===== config.mk =====
export PLATFORM = sky130hd
export DESIGN_NAME = dmem_arbiter
export DESIGN_NICKNAME = d
export VERILOG_FILES = /design/src/rtl/dmem_arbiter.sv
export SDC_FILE = /design/constraint.sdc
export NUM_CORES = 1
export LEC_CHECK = 0
export CAP_MARGIN = 20
export CORE_MARGIN = 3
export CORE_UTILIZATION = 42
export CTS_CLUSTER_DIAMETER = 80
export DETAILED_ROUTE_END_ITERATION = 8
export GPL_TIMING_DRIVEN = 0
export HOLD_SLACK_MARGIN = 0.06
export PLACE_DENSITY = 0.89
export SYNTH_ARGS = -nofsm -noshare
export SYNTH_HDL_FRONTEND = slang
export SYNTH_SLANG_ARGS = --single-unit
export TNS_END_PERCENT = 20

===== constraint.sdc =====
create_clock -name clk -period 6.2 [get_ports clk]
set_clock_uncertainty 0.05 [all_clocks]
set_input_delay 1.24 -clock clk [delete_from_list [all_inputs] [get_ports clk]]
set_output_delay 1.24 -clock clk [all_outputs]
set_load 0.01 [all_outputs]

===== src/rtl/dmem_arbiter.sv =====
// Round-robin arbiter that lets NUM_CORES pipelined cores share one
// single-ported, synchronous-read data memory. Each access takes three
// cycles (IDLE grant, ISSUE to memory, RESP ack/capture) with no overlap.
// A core is stalled from the moment it requests until its ack cycle.

module dmem_arbiter #(
    parameter int NUM_CORES = 2,
    parameter int ADDR_W    = 32,
    parameter int DATA_W    = 32,
    parameter int IDX_W     = (NUM_CORES > 1) ? $clog2(NUM_CORES) : 1
) (
    input  logic                          clk,
    input  logic                          rst,
    input  logic [NUM_CORES-1:0]          core_read_en,
    input  logic [NUM_CORES-1:0]          core_write_en,
    input  logic [NUM_CORES*ADDR_W-1:0]   core_address,
    input  logic [NUM_CORES*DATA_W-1:0]   core_write_data,
    output logic [NUM_CORES*DATA_W-1:0]   core_read_data,
    output logic [NUM_CORES-1:0]          core_ack,
    output logic [NUM_CORES-1:0]          core_stall,
    output logic                          mem_en,
    output logic                          mem_we,
    output logic [ADDR_W-1:0]             mem_addr,
    output logic [DATA_W-1:0]             mem_wdata,
    input  logic [DATA_W-1:0]             mem_rdata
);

    typedef enum logic [1:0] {
        IDLE,
        ISSUE,
        RESP
    } state_t;

    state_t                    state;
    state_t                    state_next;

    logic [NUM_CORES-1:0]      req;
    logic [IDX_W-1:0]          last_grant;
    logic [IDX_W-1:0]          owner;
    logic [IDX_W-1:0]          grant_idx;
    logic [IDX_W-1:0]          cand;
    logic                      grant_valid;
    logic [ADDR_W-1:0]         addr_q;
    logic [DATA_W-1:0]         wdata_q;
    logic                      we_q;
    logic [NUM_CORES*DATA_W-1:0] read_data_q;

    // A store takes precedence when a core raises both enables.
    assign req = core_read_en | core_write_en;

    // Round-robin search starting just above the last winner, wrapping at NUM_CORES-1.
    always_comb begin
        grant_valid = 1'b0;
        grant_idx   = '0;
        cand        = last_grant;
        for (int k = 0; k < NUM_CORES; k++) begin
            if (cand == IDX_W'(NUM_CORES - 1)) begin
                cand = '0;
            end else begin
                cand = cand + IDX_W'(1);
            end
            if (!grant_valid && req[cand]) begin
                grant_valid = 1'b1;
                grant_idx   = cand;
            end
        end
    end

    // State register; reset drops back to IDLE and abandons any access in flight.
    always_ff @(posedge clk or posedge rst) begin
        if (rst) begin
            state <= IDLE;
        end else begin
            state <= state_next;
        end
    end

    // Next-state logic: one fixed three-step walk per granted transaction.
    always_comb begin
        state_next = state;
        case (state)
            IDLE:    if (grant_valid) state_next = ISSUE;
            ISSUE:   state_next = RESP;
            RESP:    state_next = IDLE;
            default: state_next = IDLE;
        endcase
    end

    // Latch the winner's request in IDLE so later input changes cannot disturb the access.
    always_ff @(posedge clk or posedge rst) begin
        if (rst) begin
            owner      <= '0;
            addr_q     <= '0;
            wdata_q    <= '0;
            we_q       <= 1'b0;
            last_grant <= IDX_W'(NUM_CORES - 1);
        end else if (state == IDLE && grant_valid) begin
            owner   <= grant_idx;
            addr_q  <= core_address[int'(grant_idx)*ADDR_W +: ADDR_W];
            wdata_q <= core_write_data[int'(grant_idx)*DATA_W +: DATA_W];
            we_q    <= core_write_en[grant_idx];
        end else if (state == RESP) begin
            last_grant <= owner;
        end
    end

    // Load data lands in the owner's slice at the end of the ack cycle and holds until its next load.
    always_ff @(posedge clk or posedge rst) begin
        if (rst) begin
            read_data_q <= '0;
        end else if (state == RESP && !we_q) begin
            read_data_q[int'(owner)*DATA_W +: DATA_W] <= mem_rdata;
        end
    end

    assign core_read_data = read_data_q;

    // Memory drive and ack decoded from state so reset silences them instantly.
    always_comb begin
        mem_en    = 1'b0;
        mem_we    = 1'b0;
        mem_addr  = '0;
        mem_wdata = '0;
        core_ack  = '0;
        case (state)
            ISSUE: begin
                mem_en    = 1'b1;
                mem_we    = we_q;
                mem_addr  = addr_q;
                mem_wdata = wdata_q;
            end
            RESP: begin
                core_ack[owner] = 1'b1;
            end
            default: begin
            end
        endcase
    end

    // A requesting core is held until the cycle its ack is pulsed.
    assign core_stall = req & ~core_ack;

endmodule


==> flow_summary.toml <==
[run_status]
status = "finished, final reports clean"

[setup_path]
worstPathCellList = "clkdlybuf4s50_1, nor2_1, buf_2, clkbuf_1, nor2_1, clkdlybuf4s50_1"
cp_max_fo = 10
r2r_end = "core_read_data[46]$_DFFE_PP0P_"
crit_start = "core_write_en[1]"
endpoint = "core_stall[1]"
crit_arrival_ps = 3320
critPathCaptureType = "output port"
crit_slowest_cell = "clkdlybuf4s50_1"
crit_required_ps = 4910
r2r_start = "state[0]$_DFFE_PP0P_"
setup.worst_path.class = "in2out"
worstRegToRegCells = 4
worstSetupStartpointType = "input pin"
slowest_delay_ps = 530
r2r_slack_ps = 4210

[finish]
final_common_cell = "clkdlybuf4s50_1"
final_layout_size_suffix_gt1_frac = 0.134
postLayoutCoreUtil = 0.694
multi_input_area_mm2 = 0.00273
num_antenna_cells = 0
areaGrowthSynthToFinish_pct = 60.1
design_area_mm2 = 0.0102
nFillCells = 1035
nets = 1029
seqCellArea_mm2 = 0.00333
final_cell_mix = "clkdlybuf4s50_1, dfrtp_1, and2_1"

[drt]
avgViaCountPerCell = 5.72
wl_mm = 23.3
drc = 0
drt-initial-drc-count = 376
detail_route.wl_per_cell_um = 21.9
route.vias.total = 6066
first_pass_iters = 5
antenna_left = 0

[sta]
tightest_slew_ps = 623
hold_viol = 0
final-setup-viol-count = 0
setup_ws_ps = 1590
min_period_ps = 4610
relSlewSlack = 0.585
finalMaxSlewViolations = 0
grt_setup_unrepaired = "no"
clock.fmax_ghz = 0.217
hold_ws_ps = 432
period_share = 0.743
tns_ps = 0

[clock_network]
clk_path_buf_depth = 2
clk_pin_slew_ps = 60
htreeDepth = 4
ctsHoldBuffers = 0
cts_root_buffer = "clkbuf_16"
cts_tree = "yes"
cts_buffers = 17
cts_num_sinks = 133
clk_latency_ps = 420
cts_resized = 0
post_cts_buffers = 0

[grt]
grt_pass1_vias = 6399
grt.overflow.total = 0
grt_max_degree = 76
grt_pass1_wl_mm = 35.2
grt_use_total = 0.275
antenna_found_initial = 0

[floorplanning]
die_width_um = 129
die_area_mm2 = 0.0167
die_h_um = 129
start_util = 0.434
core-area_mm2 = 0.0147
boundaryPins = 300
rows = 44

[flow_run]
drv_cap = 0

[yosys]
post_synth.cell_area_avg_um2 = 11.7
synthCells = 544
synth-seq-area-share = 0.522
synth_fp_nets = 710
synthDistinctLibCells = 30
ys_ff_latch = 133
netlist_area_mm2 = 0.00637
synth-warning-count = 0

[min_path]
hp-class = "reg2reg"

[placement]
pre_cts_ws_ps = 1620
portBuffers = 299
dpl_cell_area_mm2 = 0.00963
gp_congestion = 0.823
dpl.hpwl_mm = 16.8

[pwr]
p_leak_uw = 0.00397
ir_worst_vdd_uv = 325
p_per_area_mw_per_mm2 = 515
-- metrics by stage --
| step | power [µW] | instances |
|---|---|---|
| floorplan | 2920 | 544 |
| global placement | 4180 | 1027 |
| detailed placement | 4260 | 1028 |
| CTS | 5280 | 1060 |
| global route | 5550 | 1060 |
| finish | 5250 | 1060 |
-- power by group --
group / total (µW) / switching [µW] / internal, µW
clock: 981 / 420 / 562
sequential: 1560 / 247 / 1320
combinational: 2710 / 1180 / 1520
-- registers in the layout (all words and copies together) (netlist names) --
signal	cells
core_read_data	64
we_q	1
state	2
owner	1
last_grant	1
addr_q	32
wdata_q	32
-- kinds of logic after synthesis --
kind of cell | Yosys count | synth area share
compound gates | 198 | 0.233
mux | 64 | 0.113
simple gates | 84 | 0.0822
flops | 133 | 0.522
buf+inv | 65 | 0.0495
-- area by class of cell --
type,instances,area share
Buffer,62,0.0298
Inverter,3,0.00159
Clock buffer,17,0.0417
Sequential cell,133,0.326
Tap cell,184,0.0226
Timing Repair Buffer,300,0.296
Clock inverter,15,0.0145
Multi-Input combinational cell,346,0.268
-- synth_stat cells --
cell type	count	area, µm²
inv_1	3	11.3
nand2_1	3	11.3
nor2_1	6	22.5
a2bb2oi_1	64	561
o21ai_1	1	5.00
mux2_2	51	574
buf_2	15	75.1
nor2_2	1	6.26
nor3_2	1	10.0
o21ai_0	64	320
buf_4	10	75.1
o41ai_1	1	8.76
o21ai_2	1	8.76
or2_1	2	12.5
a21oi_1	1	5.00
nand2b_1	1	6.26
nand3b_1	1	7.51
o21a_1	1	7.51
clkbuf_1	34	128
a311oi_1	64	561
buf_1	1	3.75
and2_1	65	407
nor3b_1	1	7.51
buf_6	2	22.5
dfrtp_1	132	3300
nor4_4	1	21.3
o32ai_1	1	8.76
nor2b_1	2	12.5
dfstp_2	1	26.3
mux2_1	13	146
-- worst max-delay path, delay by kind of cell --
family	cells	cell delay, ps
buffers and inverters	4	1730
AND/OR/NAND/NOR	2	330
-- worst min-delay path by stage --
stage | cells after the start | end | start | slack (ps)
floorplan | 1 | state[1]$_DFFE_PP0P_ | state[1]$_DFFE_PP0P_ | 410
global placement | 1 | core_read_data[57]$_DFFE_PP0P_ | core_read_data[57]$_DFFE_PP0P_ | 420
detailed placement | 1 | core_read_data[60]$_DFFE_PP0P_ | core_read_data[60]$_DFFE_PP0P_ | 430
CTS | 1 | core_read_data[56]$_DFFE_PP0P_ | core_read_data[56]$_DFFE_PP0P_ | 440
global route | 1 | core_read_data[11]$_DFFE_PP0P_ | core_read_data[11]$_DFFE_PP0P_ | 450
finish | 1 | core_read_data[56]$_DFFE_PP0P_ | core_read_data[56]$_DFFE_PP0P_ | 430
-- routing by layer --
| layer | global-route usage | routed length, µm |
|---|---|---|
| met1 | 0.322 | 8840 |
| met2 | 0.465 | 11400 |
| met3 | 0.0989 | 2350 |
| met4 | 0.101 | 665 |
| met5 | 0 | 0 |
Power figures use the tool's default switching activity.
==> RTL edit 1, RTL diff (same flow settings) <==
Re-encode `state_t` (3 states) as one-hot, 3 bits wide.
--- a/src/rtl/dmem_arbiter.sv
+++ b/src/rtl/dmem_arbiter.sv
@@ -25,10 +25,10 @@
     input  logic [DATA_W-1:0]             mem_rdata
 );
 
-    typedef enum logic [1:0] {
-        IDLE,
-        ISSUE,
-        RESP
+    typedef enum logic [2:0] {
+        IDLE  = 3'b001,
+        ISSUE = 3'b010,
+        RESP  = 3'b100
     } state_t;
 
     state_t                    state;
Formal check against the unedited RTL: no difference found for any inputs over 4 cycles, from zero or initial values and one cycle with rst high; so few cycles prove little.
==> RTL edit 1 against the original RTL <==
- worst setup slack lost 0.32 ns
- clock power increased by 5%
- die area rose by 1.3%
- design area grew 1.1%
- total power shrank 9.1%
- wire length decreased by 4.3%
- area after synthesis increased by 1.3%
- sequential cell count rose by 1
- critical path type unchanged
- critical endpoint unchanged
- highest routed layer unchanged
==> RTL edit 1: results (changes against the original RTL) <==
{| class="wikitable"
! Metric !! Value
|-
| Per-cell routed wire length || 19.8 um (was 21.9 um)
|-
| Net Sw Frac || 34.9% (was 35.2%)
|-
| Leakage dissipation || 4.03 nW (was 3.97 nW)
|-
| Number of distinct standard cells referenced by the synthesized netlist || 29 (was 30)
|-
| Total congestion overflow after global routing || 0 (unchanged)
|-
| Number of buffers inserted by post-CTS setup repair || 0 (unchanged)
|-
| Proportion of synthesized chip area in sequential cells || 51.9% (was 52.2%)
|-
| Met1 layer wirelength in the final routing || 8730 um (was 8840 um)
|-
| Result of the run || complete, no violations (unchanged)
|-
| Vias || 6220 (was 6066)
|-
| Cell internal pwr || 0.00311 W (was 0.00340 W)
|-
| DR WL met2 || 11300 um (was 11400 um)
|-
| Root buf cell || sky130_fd_sc_hd__clkbuf_16 (unchanged)
|-
| Maximum number of pins on one net before global-route repair || 71 (was 76)
|-
| Placer's final routability congestion estimate || 0.877 (was 0.823)
|-
| Peak supply drop || 0.000190 V (was 0.000325 V)
|-
| Number of cells in the finished layout apart from fillers || 1124 (was 1060)
|-
| Via count of the first global-routing pass || 6291 (was 6399)
|-
| Global-route wire length before repair || 33900 um (was 35200 um)
|-
| Worst Path Arrival || 3.63 ns (was 3.32 ns)
|-
| Placed wire-length estimate after detailed placement || 16500 um (was 16800 um)
|-
| First DRT Iteration DRCs || 337 (was 376)
|-
| Cells after Synth || 609 (was 544)
|-
| Slowest stage cell on the critical path || sky130_fd_sc_hd__clkbuf_1 (was sky130_fd_sc_hd__clkdlybuf4s50_1)
|-
| Share of synthesized registers carrying an async set or reset || 100% (unchanged)
|-
| Tightest slew margin relative to the limit || 60.9% (was 58.5%)
|-
| Post-synth top cells || sky130_fd_sc_hd__dfrtp_1, sky130_fd_sc_hd__o21ai_0, sky130_fd_sc_hd__a21oi_1, sky130_fd_sc_hd__a31oi_1, sky130_fd_sc_hd__and2_1 (was sky130_fd_sc_hd__dfrtp_1, sky130_fd_sc_hd__and2_1, sky130_fd_sc_hd__a2bb2oi_1, sky130_fd_sc_hd__a311oi_1, sky130_fd_sc_hd__o21ai_0)
|-
| Clock power frac || 21.6% (was 18.7%)
|-
| Fraction of power consumed by combinational cells || 45.6% (was 51.5%)
|-
| Fill cells || 1085 (was 1035)
|-
| Flip-flop cell with the highest count after synthesis || sky130_fd_sc_hd__dfrtp_1 (unchanged)
|-
| Delay contributed by the slowest stage of the critical path || 0.51 ns (was 0.53 ns)
|-
| CP delay by family, top || buffers and inverters (unchanged)
|}
[RTL edit 1: layout make-up]
type / instances / share of cell area [%]
timing repair buffer: 300 / 29.3
tap: 184 / 2.23
multi-input combinational: 411 / 27.3
clock buffer: 17 / 4.12
buffer: 63 / 2.73
clock inverter: 14 / 1.71
inverter: 1 / 0.0849
sequential: 134 / 32.5
[RTL edit 1: per-layer routing]
layer  vias to the layer above  GRT usage [%]
met5                         -              0
met4                         0           10.1
met3                        47           6.75
met2                       285           44.9
met1                      3030           31.0
li1                       2858              -
[RTL edit 1: final timing paths]
check	from	end	slack [ns]	depth (start not counted)
max in group asynchronous	rst	last_grant	4.05	3
hold reg to reg	core_read_data[11]	core_read_data[11]	0.44	1
setup reg to reg	state[0]	wdata_q[24]	4.02	5
setup / recovery	core_write_en[1]	core_stall[1]	1.28	6
hold / removal	core_read_data[11]	core_read_data[11]	0.44	1
min in group asynchronous	rst	core_read_data[14]	1.26	2
[RTL edit 1: cell families (layout without fill, tap and decap cells)]
family          count (synthesis)  after routing  share of synthesized area (%)
compound gates                200            200                           16.9
buf+inv                        64            395                           4.42
mux                            64             64                           11.2
flops                         134            134                           51.9
simple gates                  147            147                           15.6
[RTL edit 1: worst reg2reg max path: stages (launching register included)]
cell and delay [ns]:
sky130_fd_sc_hd__dfstp_2 0.57, sky130_fd_sc_hd__or3b_1 0.41, sky130_fd_sc_hd__nor2_1 0.27, sky130_fd_sc_hd__buf_2 0.31
sky130_fd_sc_hd__buf_2 0.31, sky130_fd_sc_hd__a31oi_1 0.13
[RTL edit 1: through the flow]
stage / setup TNS (ns) / instance area (um^2)
after floorplan: 0 / 6460
after global placement: -69.07 / 9680
after detailed placement: 0 / 9720
after CTS: 0 / 10300
after global routing: 0 / 10300
final: 0 / 10300
==> RTL edit 2, RTL diff (config.mk and constraints unchanged) <==
Without the edit above. Change the parameter `NUM_CORES` from 2 to 4.
--- a/src/rtl/dmem_arbiter.sv
+++ b/src/rtl/dmem_arbiter.sv
@@ -4,7 +4,7 @@
 // A core is stalled from the moment it requests until its ack cycle.
 
 module dmem_arbiter #(
-    parameter int NUM_CORES = 2,
+    parameter int NUM_CORES = 4,
     parameter int ADDR_W    = 32,
     parameter int DATA_W    = 32,
     parameter int IDX_W     = (NUM_CORES > 1) ? $clog2(NUM_CORES) : 1
Interface: changed (7 resized); port bits go from 300 to 500. No check against the original RTL was run, so the function may have changed too.
==> RTL edit 2 against the original RTL <==
- design area increased by 58%
- synthesized cell count up 93%
- area after synthesis grew 57%
- wire length up 79%
- sequential cell count grew 66
- total power grew 64%
- sequential share of layout area decreased by 1.8 points
- worst setup slack improved by 0.40 ns
- largest cell class is now buffers
==> RTL edit 2: results (changes against the original RTL) <==
{| class="wikitable"
! Metric !! Value
|-
| End of the worst hold path || addr_q[6] (was core_read_data[56])
|-
| Fraction of final layout cells sized beyond drive strength 1 || 4.79% (was 13.4%)
|-
| Placed wire-length estimate after detailed placement || 34000 um (was 16800 um)
|-
| Met3 wire length || 3090 um (was 2350 um)
|-
| Count of input and output buffers || 499 (was 299)
|-
| Proportion of synthesized chip area in sequential cells || 49.8% (was 52.2%)
|-
| Endpoint of the worst-slack reg-to-reg timing path || core_read_data[2] (was core_read_data[46])
|-
| Max FFs per register || 128 (was 64)
|-
| Number of distinct standard cells referenced by the synthesized netlist || 36 (was 30)
|-
| Post-layout nets || 1878 (was 1029)
|-
| DR WL met2 || 21100 um (was 11400 um)
|-
| Result of the run || complete, no violations (unchanged)
|-
| Final Hold Slack || 0.432 ns (about the same)
|-
| Share of synthesized cell area in full adder, half adder and majority cells || 1.00% (was 0%)
|-
| Global routing usage on met3 || 6.04% (was 9.89%)
|-
| Non-clock buffer contribution to total cell area || 34.3% (was 32.6%)
|-
| Hold path cells || 2 (was 1)
|-
| Share of the core filled with cells in the final layout || 70.0% (was 69.4%)
|-
| Post-synthesis area per instance || 9.54 um^2 (was 11.7 um^2)
|-
| Placer's final routability congestion estimate || 0.924 (was 0.823)
|-
| Start point of the critical path || state[1] (was core_write_en[1])
|-
| GR met2 Demand/Resource || 55.0% (was 46.5%)
|-
| Multi-Input Combinational || 767 (was 346)
|-
| Seq cells || 199 (was 133)
|-
| Setup slack of the worst register-to-register path || 3.33 ns (was 4.21 ns)
|-
| Leakage dissipation || 6.94 nW (was 3.97 nW)
|-
| Pin slew with the least headroom to its limit || 0.973 ns (was 0.623 ns)
|-
| Clock Pin Slew Worst Setup and Hold Paths || 0.08 ns (was 0.06 ns)
|-
| Fill cells || 1666 (was 1035)
|-
| Startpoint of the lowest-slack register-to-register path || owner[0] (was state[0])
|-
| Clock-cell share of area || 4.03% (was 5.62%)
|}
[RTL edit 2: cell types whose count changed in the layout (fill, tap and decap cells not counted), sizes merged, moves of 8 or more]
cell | unedited run | this run
a2bb2oi | 64 | 0
mux2 | 64 | 2
a311oi | 64 | 0
clkdlybuf4s50 | 299 | 499
o21ai | 66 | 132
o221ai | 0 | 64
clkbuf | 51 | 66
dfrtp | 132 | 197
nand2 | 3 | 325
mux2i | 0 | 128
ha | 0 | 8
[RTL edit 2: report_power, final]
part	switching [W]	internal, W
logic	0.00265	0.00245
clock network	0.000586	0.000632
registers	0.000384	0.00194
[RTL edit 2: worst max-delay path: stages, from the launching register on]
cell and delay [ns]:
sky130_fd_sc_hd__dfrtp_1 0.41, sky130_fd_sc_hd__nor2b_1 0.24, sky130_fd_sc_hd__buf_1 0.63, sky130_fd_sc_hd__clkbuf_1 0.37, sky130_fd_sc_hd__and2_1 0.24, sky130_fd_sc_hd__clkdlybuf4s50_1 0.59
